File: src/rtl/uart_receiver.sv
// 8N1 UART receiver: 16x oversampled, mid-bit sampling, start/stop validation.
// Emits each good byte with a one-cycle rx_done strobe, or a frame_err strobe on a bad stop bit.
module uart_receiver #(
    parameter int DATA_BITS  = 8,
    parameter int OVERSAMPLE = 16
) (
    input  logic                 clk,
    input  logic                 reset,
    input  logic                 br_tick,
    input  logic                 rx,
    output logic [DATA_BITS-1:0] rx_data,
    output logic                 rx_done,
    output logic                 frame_err,
    output logic                 busy,
    output logic [1:0]           state_dbg
);

    typedef enum logic [1:0] {
        ST_IDLE  = 2'd0,
        ST_START = 2'd1,
        ST_DATA  = 2'd2,
        ST_STOP  = 2'd3
    } state_t;

    localparam int TW = $clog2(OVERSAMPLE);
    localparam int BW = (DATA_BITS > 1) ? $clog2(DATA_BITS) : 1;
    localparam logic [TW-1:0] TICK_MID  = TW'(OVERSAMPLE / 2 - 1);
    localparam logic [TW-1:0] TICK_LAST = TW'(OVERSAMPLE - 1);
    localparam logic [BW-1:0] BIT_LAST  = BW'(DATA_BITS - 1);

    state_t                 state_q, state_d;
    logic [TW-1:0]          tick_q, tick_d;
    logic [BW-1:0]          bit_q, bit_d;
    logic [DATA_BITS-1:0]   shift_q, shift_d;
    logic [DATA_BITS-1:0]   data_q, data_d;
    logic                   done_q, done_d;
    logic                   ferr_q, ferr_d;
    logic                   rx_meta_q, rx_s_q, rx_s_d_q;
    logic                   fall_edge;

    // Synchronizer and edge-detect flops reset high so release never looks like a start edge.
    always_ff @(posedge clk or negedge reset) begin
        if (!reset) begin
            rx_meta_q <= 1'b1;
            rx_s_q    <= 1'b1;
            rx_s_d_q  <= 1'b1;
        end else begin
            rx_meta_q <= rx;
            rx_s_q    <= rx_meta_q;
            rx_s_d_q  <= rx_s_q;
        end
    end

    assign fall_edge = rx_s_d_q & ~rx_s_q;

    always_ff @(posedge clk or negedge reset) begin
        if (!reset) begin
            state_q <= ST_IDLE;
            tick_q  <= '0;
            bit_q   <= '0;
            shift_q <= '0;
            data_q  <= '0;
            done_q  <= 1'b0;
            ferr_q  <= 1'b0;
        end else begin
            state_q <= state_d;
            tick_q  <= tick_d;
            bit_q   <= bit_d;
            shift_q <= shift_d;
            data_q  <= data_d;
            done_q  <= done_d;
            ferr_q  <= ferr_d;
        end
    end

    always_comb begin
        state_d = state_q;
        tick_d  = tick_q;
        bit_d   = bit_q;
        shift_d = shift_q;
        data_d  = data_q;
        done_d  = 1'b0;
        ferr_d  = 1'b0;
        unique case (state_q)
            ST_IDLE: begin
                if (fall_edge) begin
                    tick_d  = '0;
                    state_d = ST_START;
                end
            end
            ST_START: begin
                if (br_tick) begin
                    if (tick_q == TICK_MID) begin
                        tick_d = '0;
                        if (rx_s_q) begin
                            state_d = ST_IDLE;
                        end else begin
                            bit_d   = '0;
                            state_d = ST_DATA;
                        end
                    end else begin
                        tick_d = tick_q + TW'(1);
                    end
                end
            end
            ST_DATA: begin
                if (br_tick) begin
                    if (tick_q == TICK_LAST) begin
                        tick_d  = '0;
                        shift_d = {rx_s_q, shift_q[DATA_BITS-1:1]};
                        if (bit_q == BIT_LAST) begin
                            state_d = ST_STOP;
                        end else begin
                            bit_d = bit_q + BW'(1);
                        end
                    end else begin
                        tick_d = tick_q + TW'(1);
                    end
                end
            end
            ST_STOP: begin
                if (br_tick) begin
                    if (tick_q == TICK_LAST) begin
                        tick_d  = '0;
                        state_d = ST_IDLE;
                        if (rx_s_q) begin
                            data_d = shift_q;
                            done_d = 1'b1;
                        end else begin
                            ferr_d = 1'b1;
                        end
                    end else begin
                        tick_d = tick_q + TW'(1);
                    end
                end
            end
            default: state_d = ST_IDLE;
        endcase
    end

    always_comb begin
        busy      = (state_q != ST_IDLE);
        state_dbg = state_q;
        rx_data   = data_q;
        rx_done   = done_q;
        frame_err = ferr_q;
    end

endmodule
File: config.mk
export PLATFORM = sky130hd
export DESIGN_NAME = uart_receiver
export DESIGN_NICKNAME = d
export VERILOG_FILES = /design/src/rtl/uart_receiver.sv
export SDC_FILE = /design/constraint.sdc
export NUM_CORES = 1
export LEC_CHECK = 0
export ABC_AREA = 1
export BUFFER_PORTS_ARGS = -buffer_cell sky130_fd_sc_hd__buf_4
export CORE_ASPECT_RATIO = 1.25
export CORE_MARGIN = 2
export CORE_UTILIZATION = 53
export CTS_BUF_LIST = sky130_fd_sc_hd__clkbuf_2 sky130_fd_sc_hd__clkbuf_4 sky130_fd_sc_hd__clkbuf_8
export DETAILED_ROUTE_END_ITERATION = 12
export GPL_ROUTABILITY_DRIVEN = 0
export MAX_ROUTING_LAYER = met4
export PLACE_DENSITY_LB_ADDON = 0.3
export SLEW_MARGIN = 0
export SYNTH_ARGS = -nofsm -noshare
export SYNTH_HDL_FRONTEND = slang
export SYNTH_SLANG_ARGS = --single-unit
File: constraint.sdc
create_clock -name clk -period 1.29 [get_ports clk]
set_input_delay 0.258 -clock clk [delete_from_list [all_inputs] [get_ports clk]]
set_output_delay 0.258 -clock clk [all_outputs]
set_load 0.1 [all_outputs]
==> reports/summary.txt <==
Multi-input gate area -> 633 um2
Worst slew pin tran -> 373 ps
Setup violations, final -> 23
Crit path max fanout -> 3
Worst Clk Skew -> 7.13 ps
Asr flop ratio synth -> 100%
CP required -> 1030 ps
Period Utilization, post-route -> 120%
Slew Limit Fails -> 0
Die area -> 2980 um2
Power per standard cell area -> 1870 nW/um2
Power consumption -> 3.59 mW
CTS Root Cell -> clkbuf_4
Setup WS post-layout -> -259 ps
Register bit total from synthesis -> 30
Via Count -> 1132
CP max-delay cell -> dfrtp_4
Switch Pwr -> 1.53 mW
Site Rows -> 20
Fill cells -> 165
First DRT Iteration DRCs -> 24
I/O Pins -> 17
Met2 wire length -> 1690 um
Final std cells w/o fill -> 223
Port Buffers -> 16
CTS tree -> done
Yosys cell types -> 21
Sequential Power Share -> 32.7%
Failing checks -> setup timing
Status -> complete, but fails checks
Mapped Cells -> 148
Area share of the leading cell type in the synthesized netlist -> 49.8%
Total GRT Usage -> 24.5%
Placed cell count -> 206
Avg Inst Size Synth -> 9.17 um2
Vias in the first global route -> 1177
Max-cap violations -> 0
Die extent in y -> 60.6 um
Avg Vias per Cell -> 5.08
Initial Util -> 55.9%
RSZ-0062 raised after global routing -> yes
Chip Width -> 49.3 um
Sinks on the clock net -> 30
DRT Pass-1 Iters -> 4
Crit path buffers/inverters -> 2
Worst skew pair latency -> 330 ps
Gate power share -> 50.6%
Antenna violations before repair -> 0
Metal3 WL -> 102 um
Seq/Total Area, Yosys -> 55.6%
Crit path DAT -> 1290 ps
Clk pin slew, worst setup/hold paths -> 90 ps
Clock buffer depth -> 2
Hpwl dp -> 1940 um
Top layer in use -> met4
Internal power -> 2.05 mW
# nets final -> 196
Place WS -> -101 ps
Tightest Hold Check Type -> input port to flip-flop
DR WL/cell -> 14.1 um
CP endpoint kind -> output port
Kind of cell adding the most delay to the critical path -> flip-flops
Final hold vios -> 0
Setup CP Type -> flip-flop to output port
Relative slew margins -> 75.2%
Largest net degree at the start of global routing -> 31
Num CTS Buffers -> 5
Worst-path cell chain -> nor2_4 > clkinvlp_4 > buf_12
Synth Net Count -> 155
Metal-1 WL -> 1290 um
CP max stage delay -> 510 ps
Primary FF master, synth -> dfrtp_1
Gr ovfl total -> 0
DRC viols -> 0
Top-count cell post-synth -> nand2_1
Synth area leader -> dfrtp_1
Tmin final -> 1550 ps
Leak pwr -> 0.924 nW
Ant diodes -> 0
Switching Share -> 42.7%
First-pass GRT wire length -> 5180 um
Fmax -> 646 MHz
Largest cells by area after synthesis -> dfrtp_1 (50%), nand2_1 (11%), inv_1 (6.1%), dfstp_2 (5.8%), o21ai_2 (5.2%)
Core box area -> 2430 um2
VDD IR max -> 1.46 mV
Drt total wl -> 3140 um
Post-synth top cells -> nand2_1 (40), dfrtp_1 (27), inv_1 (22)
EDFF count, synth -> 0
Fin util -> 79.1%
YS warnings -> 0
Area added between synthesis and finish -> 41.5%
# H-tree levels -> 2
CP Launch Type -> flip-flop
Post-DRT Antenna Nets -> 0
Layout cells sized above 1 -> 43.2%
Mapped Area -> 1360 um2
Part of the power in the clock network -> 16.6%
Register area -> 762 um2
==> power groups by stage <==
stage / clock network, mW / logic [mW] / registers (mW)
after global routing: 0.649 / 1.93 / 1.19
after detailed placement: 0 / 1.22 / 1.18
final: 0.596 / 1.82 / 1.17
after floorplan: 0 / 0.639 / 1.38
after global placement: 0 / 1.18 / 1.17
after CTS: 0.615 / 1.64 / 1.15
==> per-layer routing <==
| layer | track usage (%) | vias up |
|---|---|---|
| met5 | - | - |
| met3 | 6.90 | 6 |
| li1 | - | 559 |
| met4 | 10.6 | 0 |
| met1 | 26.1 | 547 |
| met2 | 43.1 | 20 |
==> registers in the layout, indices dropped and copies added, names as in the netlist, named ones only <==
name and flops:
rx_data 8, shift_q 8, tick_q 4, bit_q 3, frame_err 1, rx_done 1, rx_meta_q 1, rx_s_d_q 1
rx_s_q 1, state_dbg 1
==> cell usage in the layout (no fill, tap or decap), types with 2 or more instances in the layout <==
cell type | Yosys | final
dfstp_2 | 3 | 3
dfrtp_4 | 0 | 2
nor2_2 | 0 | 2
nand3_4 | 0 | 3
nand2_2 | 1 | 4
nor2_1 | 11 | 5
nor2_4 | 0 | 4
o21ai_1 | 1 | 8
buf_4 | 0 | 28
o21ai_2 | 8 | 9
nand4_4 | 1 | 2
inv_2 | 1 | 2
buf_12 | 0 | 4
o21ai_0 | 12 | 3
dfrtp_1 | 27 | 25
nand2_1 | 40 | 37
clkbuf_4 | 0 | 6
nand3_1 | 7 | 6
inv_1 | 22 | 18
buf_6 | 2 | 2
==> stage by stage <==
step | cell area, um2 | hold slack (ps) | TNS, ps
after floorplan | 1390 | -37.6 | -4530
after global placement | 1620 | 197 | -468
after detailed placement | 1620 | 207 | -1560
after CTS | 1860 | 20.8 | -1270
after global routing | 1920 | 8.06 | -3640
final | 1920 | 35.7 | -1590
==> final timing paths <==
| check | startpoint | endpoint | slack [ps] | cells past startpoint |
|---|---|---|---|---|
| max in group asynchronous | reset | rx_s_d_q$_DFF_PN1_ | 580 | 2 |
| worst min-delay path | rx | rx_meta_q$_DFF_PN1_ | 40 | 1 |
| worst max-delay path | flip-flop | busy | -260 | 3 |
| min in group asynchronous | reset | state_dbg[0]$_DFFE_PN0P_ | 400 | 2 |
| worst max register to register | flip-flop | bit_q[2]$_DFFE_PN0P_ | -160 | 7 |
| worst min register to register | rx_meta_q$_DFF_PN1_ | rx_s_q$_DFF_PN1_ | 360 | 0 |
==> repair_timing <==
action | in CTS | in global routing
endpoints found under the setup margin | 28 | 30
endpoints found under the hold margin | 27 | 0
pin swaps | 8 | 2
resized for setup | 31 | 17
hold buffers | 1 | 0
gates cloned | 1 | 0
setup buffers | 6 | 1
==> cell families after synthesis <==
| logic type | count (synthesis) | synth area share (%) |
|---|---|---|
| fa+ha+maj | 3 | 2.77 |
| simple gates | 64 | 21.0 |
| compound gates | 25 | 12.0 |
| xor+xnor | 1 | 0.645 |
| flops | 30 | 55.6 |
| buf+inv | 25 | 8.02 |
==> area by class of cell <==
| class | count | share of cell area [%] |
|---|---|---|
| multi-input cells | 94 | 33.0 |
| clock buffers | 7 | 3.06 |
| well taps | 33 | 2.15 |
| clock inverters | 1 | 0.261 |
| inverters | 23 | 5.08 |
| repair buffers | 35 | 16.8 |
| flip-flops and latches | 30 | 39.7 |
No activity file was read; power rests on OpenSTA's default activity.
